## config.mk

```make
export PLATFORM = sky130hd
export DESIGN_NAME = vga_timing_ctrl
export DESIGN_NICKNAME = d
export VERILOG_FILES = /design/src/rtl/vga_timing_ctrl.sv
export SDC_FILE = /design/constraint.sdc
export NUM_CORES = 1
export LEC_CHECK = 0
export CAP_MARGIN = 20
export CORE_MARGIN = 1
export CORE_UTILIZATION = 47
export CTS_CLUSTER_SIZE = 24
export DETAILED_ROUTE_END_ITERATION = 8
export GPL_ROUTABILITY_DRIVEN = 0
export PLACE_DENSITY = 0.82
export SLEW_MARGIN = 20
export SYNTH_ARGS = -nofsm -noshare
export SYNTH_HDL_FRONTEND = slang
export SYNTH_SLANG_ARGS = --single-unit
```

## constraint.sdc

```tcl
create_clock -name clk -period 1.95 [get_ports clk]
set_input_delay 0.39 -clock clk [delete_from_list [all_inputs] [get_ports clk]]
set_output_delay 0.39 -clock clk [all_outputs]
set_load 0.05 [all_outputs]
```

## src/rtl/vga_timing_ctrl.sv

```systemverilog
// VGA timing generator: pixel tick every second clk, x/y counters, sync/blank and frame_start; frame_cnt output only with VGA_TIMING_FRAME_CNT_EN.
// All outputs registered and aligned with x/y (zero relative latency); free-running, no backpressure.
module vga_timing_ctrl #(
  parameter int H_ACTIVE = 640,
  parameter int H_FP     = 16,
  parameter int H_SYNC   = 96,
  parameter int H_BP     = 48,
  parameter int V_ACTIVE = 480,
  parameter int V_FP     = 10,
  parameter int V_SYNC   = 2,
  parameter int V_BP     = 33
) (
  input  logic       clk,
  input  logic       rst_n,
  output logic [9:0] x,
  output logic [9:0] y,
  output logic       hsync,
  output logic       vsync,
  output logic       blank_n,
  output logic       vga_clk,
  output logic       pix_en,
  output logic       frame_start
`ifdef VGA_TIMING_FRAME_CNT_EN
  ,
  output logic [7:0] frame_cnt
`endif
);

  localparam int H_TOTAL = H_ACTIVE + H_FP + H_SYNC + H_BP;
  localparam int V_TOTAL = V_ACTIVE + V_FP + V_SYNC + V_BP;

  localparam logic [9:0] H_LAST     = 10'(H_TOTAL - 1);
  localparam logic [9:0] V_LAST     = 10'(V_TOTAL - 1);
  localparam logic [9:0] H_ACT      = 10'(H_ACTIVE);
  localparam logic [9:0] V_ACT      = 10'(V_ACTIVE);
  localparam logic [9:0] H_SYNC_BEG = 10'(H_ACTIVE + H_FP);
  localparam logic [9:0] H_SYNC_END = 10'(H_ACTIVE + H_FP + H_SYNC);
  localparam logic [9:0] V_SYNC_BEG = 10'(V_ACTIVE + V_FP);
  localparam logic [9:0] V_SYNC_END = 10'(V_ACTIVE + V_FP + V_SYNC);

  logic       r_div;
  logic [9:0] r_x;
  logic [9:0] r_y;
  logic       r_hsync;
  logic       r_vsync;
  logic       r_blank_n;
  logic       r_vga_clk;
  logic       r_pix_en;
  logic       r_frame_start;

  logic       w_tick;
  logic       w_x_wrap;
  logic       w_y_wrap;
  logic [9:0] w_x_nxt;
  logic [9:0] w_y_nxt;
  logic       w_frame_start;

  // The divider is 1 on the clk edge that performs the pixel tick, so the
  // pix_en/vga_clk-high cycle is the one that shows the new counter values.
  always_comb begin
    w_tick        = r_div;
    w_x_wrap      = (r_x == H_LAST);
    w_y_wrap      = (r_y == V_LAST);
    w_x_nxt       = r_x;
    w_y_nxt       = r_y;
    w_frame_start = 1'b0;
    if (w_tick) begin
      w_x_nxt = w_x_wrap ? 10'd0 : r_x + 10'd1;
      if (w_x_wrap) begin
        w_y_nxt = w_y_wrap ? 10'd0 : r_y + 10'd1;
      end
      w_frame_start = w_x_wrap & w_y_wrap;
    end
  end

  always_ff @(posedge clk) begin
    if (!rst_n) begin
      r_div         <= 1'b0;
      r_x           <= 10'd0;
      r_y           <= 10'd0;
      r_hsync       <= 1'b1;
      r_vsync       <= 1'b1;
      r_blank_n     <= 1'b1;
      r_vga_clk     <= 1'b0;
      r_pix_en      <= 1'b0;
      r_frame_start <= 1'b0;
    end else begin
      r_div         <= ~r_div;
      r_x           <= w_x_nxt;
      r_y           <= w_y_nxt;
      r_hsync       <= ~((w_x_nxt >= H_SYNC_BEG) && (w_x_nxt < H_SYNC_END));
      r_vsync       <= ~((w_y_nxt >= V_SYNC_BEG) && (w_y_nxt < V_SYNC_END));
      r_blank_n     <= (w_x_nxt < H_ACT) && (w_y_nxt < V_ACT);
      r_vga_clk     <= w_tick;
      r_pix_en      <= w_tick;
      r_frame_start <= w_frame_start;
    end
  end

  assign x           = r_x;
  assign y           = r_y;
  assign hsync       = r_hsync;
  assign vsync       = r_vsync;
  assign blank_n     = r_blank_n;
  assign vga_clk     = r_vga_clk;
  assign pix_en      = r_pix_en;
  assign frame_start = r_frame_start;

`ifdef VGA_TIMING_FRAME_CNT_EN
  logic [7:0] r_frame_cnt;

  always_ff @(posedge clk) begin
    if (!rst_n) begin
      r_frame_cnt <= 8'd0;
    end else if (w_frame_start) begin
      r_frame_cnt <= r_frame_cnt + 8'd1;
    end
  end

  assign frame_cnt = r_frame_cnt;
`endif

endmodule
```

Word-level counts from Yosys, hierarchy flattened
Cells that the tools add are included.
Widths: inputs -> output; s select.
{"block": "totals", "mem_bits_rw": 0, "latch_bits": 0, "ff_bits": 26, "inputBits": 2, "word_cells": 31, "out_inout_bits": 26, "memories": 0, "rom_bits": 0}
{"block": "op_classes", "magnitude_cmp": 6, "n_mul": 0, "n_addsub": 2, "n_mux": 5, "div": 0, "shifts": 0, "n_reduce_logical": 4, "n_eq_ne": 2, "n_bitwise": 4}
{"operator": "$mux 10", "n": 5}
{"operator": "$add 10x1->10 const B", "n": 2}
{"operator": "$eq 10x10->1 const B", "n": 2}
{"operator": "$lt 10x10->1 const B", "n": 2}
{"operator": "$lt 10x9->1 const B", "n": 2}
{"operator": "$ge 10x10->1 const B", "n": 1}
{"operator": "$ge 10x9->1 const B", "n": 1}
{"operator": "$logic_and 1x1->1", "n": 3}
{"operator": "$not 1->1", "n": 3}
{"operator": "$reduce_and 2->1", "n": 1}
{"operator": "$and 1x1->1", "n": 1}

Longest topological paths before layout
{"block": "depth", "depth_word": 7, "depth_mapped": 8, "depth_no_buf": 8}

Least setup slack after synthesis
No wires, ideal clock.
{"block": "synth_path", "path_type": "flip-flop to flip-flop", "startpoint": "register r_x[0] (netlist: x[0])", "endpoint": "register r_vsync (netlist: vsync)", "path_buffers": 0, "path_stages_with_launch": 8, "arrival_time_ns": 1.986, "slack_ns": -0.171, "period_less_slack_ns": 2.121, "t_required_ns": 1.816, "setup_ns": 0.134, "path_cell_list": "dfxtp_1 -> ha_1 -> and2_1 -> nand4_2 -> nor3_2 -> xnor2_1 -> nor3_2 -> o2111ai_1"}
{"block": "synth_via", "elab_chain_len": 6, "elab_cells_between_ends": 7, "cone_classes": "order compare (2); eq/ne (1); mux (2); bitwise (1); reduce/logical (1)"}
{"element": "from (decl)", "line": "42", "text": "logic [9:0] r_x;"}
{"element": "from (signal assigned)", "line": "89", "text": "r_x <= w_x_nxt;"}
{"element": "$eq 10x10->1 (*)", "line": "62", "text": "w_x_wrap = (r_x == H_LAST);"}
{"element": "$mux 10 (*)", "line": "69", "text": "if (w_x_wrap) begin"}
{"element": "$mux 10 (*)", "line": "67", "text": "if (w_tick) begin"}
{"element": "$ge 10x9->1 / $lt 10x9->1 (equally long branches)", "line": "92", "text": "r_vsync <= ~((w_y_nxt >= V_SYNC_BEG) && (w_y_nxt < V_SYNC_END));"}
{"element": "$logic_and 1x1->1 (*)", "line": "92"}
{"element": "$not 1->1 (*)", "line": "92"}
{"element": "to (signal assigned)", "line": "92"}
{"element": "to (decl)", "line": "45", "text": "logic r_vsync;"}
Every way passes the cells marked *; elsewhere a longest branch is shown, timed or not.
A chain may end at the register's enable or synchronous reset.

Worst setup path after layout
{"block": "layout_path", "startpoint": "register r_y[0] (netlist: y[0])", "endpoint": "register r_vsync (netlist: vsync)"}
{"block": "layout_via", "elab_chain_len": 7, "elab_cells_between_ends": 9, "cone_classes": "add/sub (1); order compare (2); eq/ne (1); mux (3); bitwise (1); reduce/logical (1)"}
{"element": "from (decl)", "line": "43", "text": "logic [9:0] r_y;"}
{"element": "from (signal assigned)", "line": "90", "text": "r_y <= w_y_nxt;"}
{"element": "$add 10x1->10 / $eq 10x10->1 (equally long branches)", "line": "70, 63"}
{"element": "$mux 10", "line": "70", "text": "w_y_nxt = w_y_wrap ? 10'd0 : r_y + 10'd1;"}
{"element": "$mux 10", "line": "69"}
{"element": "$mux 10 (*)", "line": "67"}
{"element": "$ge 10x9->1 / $lt 10x9->1 (equally long branches)", "line": "92"}
{"element": "$logic_and 1x1->1 (*)", "line": "92"}
{"element": "$not 1->1 (*)", "line": "92"}
Marks and branches as above.

==> impl_metrics.env <==
export IMPL_nNetsFinal=196
export IMPL_hold_buffers=0
export IMPL_synth_ff_type="dfxtp_1"
export IMPL_fmax_ghz=0.522
export IMPL_power_density_nw_per_um2=467
export IMPL_clockBufferDepth=2
export IMPL_vdd_ir_drop_max_v=0.000476
export IMPL_core_area_sq_um=2570
export IMPL_startpoint_type="flop"
export IMPL_viasPerCell=5.84
export IMPL_grt_max_degree=15
export IMPL_die_area_sq_um=3050
export IMPL_layout_drive_gt1_share_pct=28.4
export IMPL_ys_warn_count=0
export IMPL_crit_start="y[0]"
export IMPL_row_count=18
export IMPL_yosysTopAreaCellShare_pct=39.1
export IMPL_clock_skew_ps=6.89
export IMPL_nFillCells=204
export IMPL_fin_ws_ps=34.4
export IMPL_initial_core_util_pct=51.9
export IMPL_antenna_found_initial=0
export IMPL_die_w_um=55.2
export IMPL_p_leak_uw=0.000793
export IMPL_grt_pass1_vias=1202
export IMPL_num_vias=1284
export IMPL_wl_per_cell_um=14.7
export IMPL_cp_required_ps=2140
export IMPL_netlist_instances=153
export IMPL_critPathCaptureType="flop"
export IMPL_syn_num_nets=158
export IMPL_clkSlewWorstSetupHoldPaths_ps=140
export IMPL_numPortBuffers=27
export IMPL_syn2layout_area_growth_pct=32.9
export IMPL_whs_ps=532
export IMPL_fin_crit_ps=1920
export IMPL_wl_mm=3.23
export IMPL_post_place_ws_ps=-151
export IMPL_numCtsBuffers=3
export IMPL_yosysSeqAreaShare_pct=39.1
export IMPL_htree_levels=1
export IMPL_holdCritPathClass="flop to flop"
export IMPL_antenna_left=0
export IMPL_grt_use_total_pct=21.0
export IMPL_instances_no_fill=220
export IMPL_grt_pass1_wl_mm=5.19
export IMPL_final_area_sq_um=1770
export IMPL_drc=0
export IMPL_finalMaxSlewViolations=0
export IMPL_die_y_um=55.2
export IMPL_drv_cap=0
export IMPL_outcome="finished clean"
export IMPL_async_flop_share_pct=0
export IMPL_synth_area_leaders="dfxtp_1 39%, nor2_1 5.6%, nand2_1 3.9%"
export IMPL_multi_input_area_sq_um=807
export IMPL_most_common_layout_cells="23 x buf_4, 20 x nor2_1, 16 x dfxtp_1, 14 x nand2_1, 9 x clkdlybuf4s50_1"
export IMPL_fin_crit_sh_pct=98.2
export IMPL_cts_tree="built"
export IMPL_worst_slew_pin_transition_ps=510
export IMPL_hold_violations=0
export IMPL_placed_area_sq_um=1650
export IMPL_rsz0062_at_grt="yes"
export IMPL_seqCellArea_sq_um=543
export IMPL_cp_arrival_ps=2110
export IMPL_avgSynthCellArea_sq_um=8.71
export IMPL_critPathKind="flop to flop"
export IMPL_reg2reg_slack_ps=30
export IMPL_crit_fanout=5
export IMPL_syn_area_sq_um=1330
export IMPL_yosysTopAreaCell="dfxtp_1"
export IMPL_ys_types=40
export IMPL_final_common_cell="buf_4"
export IMPL_rr_endpoint="vsync"
export IMPL_numPlacedInstances=212
export IMPL_ios=28
export IMPL_cp_endpoint="vsync"
export IMPL_r2r_start="y[0]"
export IMPL_drtIter0Drc=50
export IMPL_clk_latency_ps=320
export IMPL_synth_seq_cells=26
export IMPL_hpwl_mm=2.31
export IMPL_n_antenna_cell=0
export IMPL_maxSlewHeadroom_pct=66.0
export IMPL_clock_sinks=26
export IMPL_drtPass1Iterations=4
export IMPL_grt_ovfl_total=0
export IMPL_synth_edf_count=0
export IMPL_setup_violations=0
export IMPL_cts_root_buf="clkbuf_4"
export IMPL_ff2ff_path_depth=9
-- report_power, final --
part	switching, uW	total, uW	internal, uW	leakage [uW]
sequential	6.12	539	532	0.000216
combinational	35.3	54.3	19.1	0.000561
clock	153	234	80.1	0.0000150
total	195	826	632	0.000793
-- per-layer routing --
metal / wire (um) / track usage, % / up-vias
li1: - / - / 618
met1: 1400 / 25.6 / 602
met2: 1530 / 33.6 / 51
met3: 209 / 4.45 / 13
met4: 89 / 13.6 / 0
met5: 0 / 0 / -
-- cells in the mapped netlist (all sizes together) (4+ instances only) --
cell type,count
dfxtp,26
nor2,21
nand2,14
a21oi,9
nand4,8
o21ai,7
and3,6
and2,5
and4,5
buf,5
nor3,5
xnor2,5
xor2,5
inv,4
nand3,4
nor2b,4
-- worst max-delay path: stages (launching register included) --
cell       delay, ps
dfxtp_4          390
inv_4             70
ha_4             130
or3b_4           390
nor4_4           140
buf_4            190
nor2b_4           40
o21ai_2          150
and3_1           170
o2111ai_1        120
-- sequential cells by signal (all words and copies together), names as in the netlist --
register and cells:
blank_n 1, frame_start 1, hsync 1, pix_en 1, r_div 1, vsync 1, x 10, y 10
-- worst min-delay path by stage --
stage	from	endpoint	slack (ps)	depth (start not counted)
after floorplan	rst_n	blank_n	460	1
after global placement	x[1]	x[1]	500	2
after detailed placement	x[1]	x[1]	510	2
after CTS	x[1]	x[1]	530	2
after global routing	x[1]	x[1]	540	2
final	x[1]	x[1]	530	2
-- metrics by stage --
stage	TNS [ps]	power [uW]	util, %
4_1_cts	0	837	66.0
3_3_place_gp	-15.7	608	64.1
3_5_place_dp	-224	609	64.1
5_1_grt	-33.1	857	69.0
2_1_floorplan	-7.07	590	-
6_report	0	826	69.0
-- cell families (layout without fill, tap and decap cells) --
logic type	Yosys count	after routing	synth area share [%]
adder cells (fa/ha/maj)	3	3	2.82
AO/OA/AOI/OAI	23	23	10.2
buffers and inverters	10	47	4.13
AND/OR/NAND/NOR	80	80	36.4
flip-flops	26	26	39.1
XOR/XNOR	10	10	6.57
multiplexers	1	1	0.751
-- final cells by class --
type / count / share of cell area (%)
multi-input combinational: 117 / 45.6
clock buffer: 4 / 1.48
sequential: 26 / 30.7
tap: 30 / 2.12
inverter: 4 / 0.989
timing repair buffer: 39 / 19.2
-- what timing repair did --
action                     CTS  global route
gates resized for setup      5            22
buffers inserted             2             2
setup endpoints to repair    5             7
pin swaps                    2             5
Power figures use the tool's default switching activity.
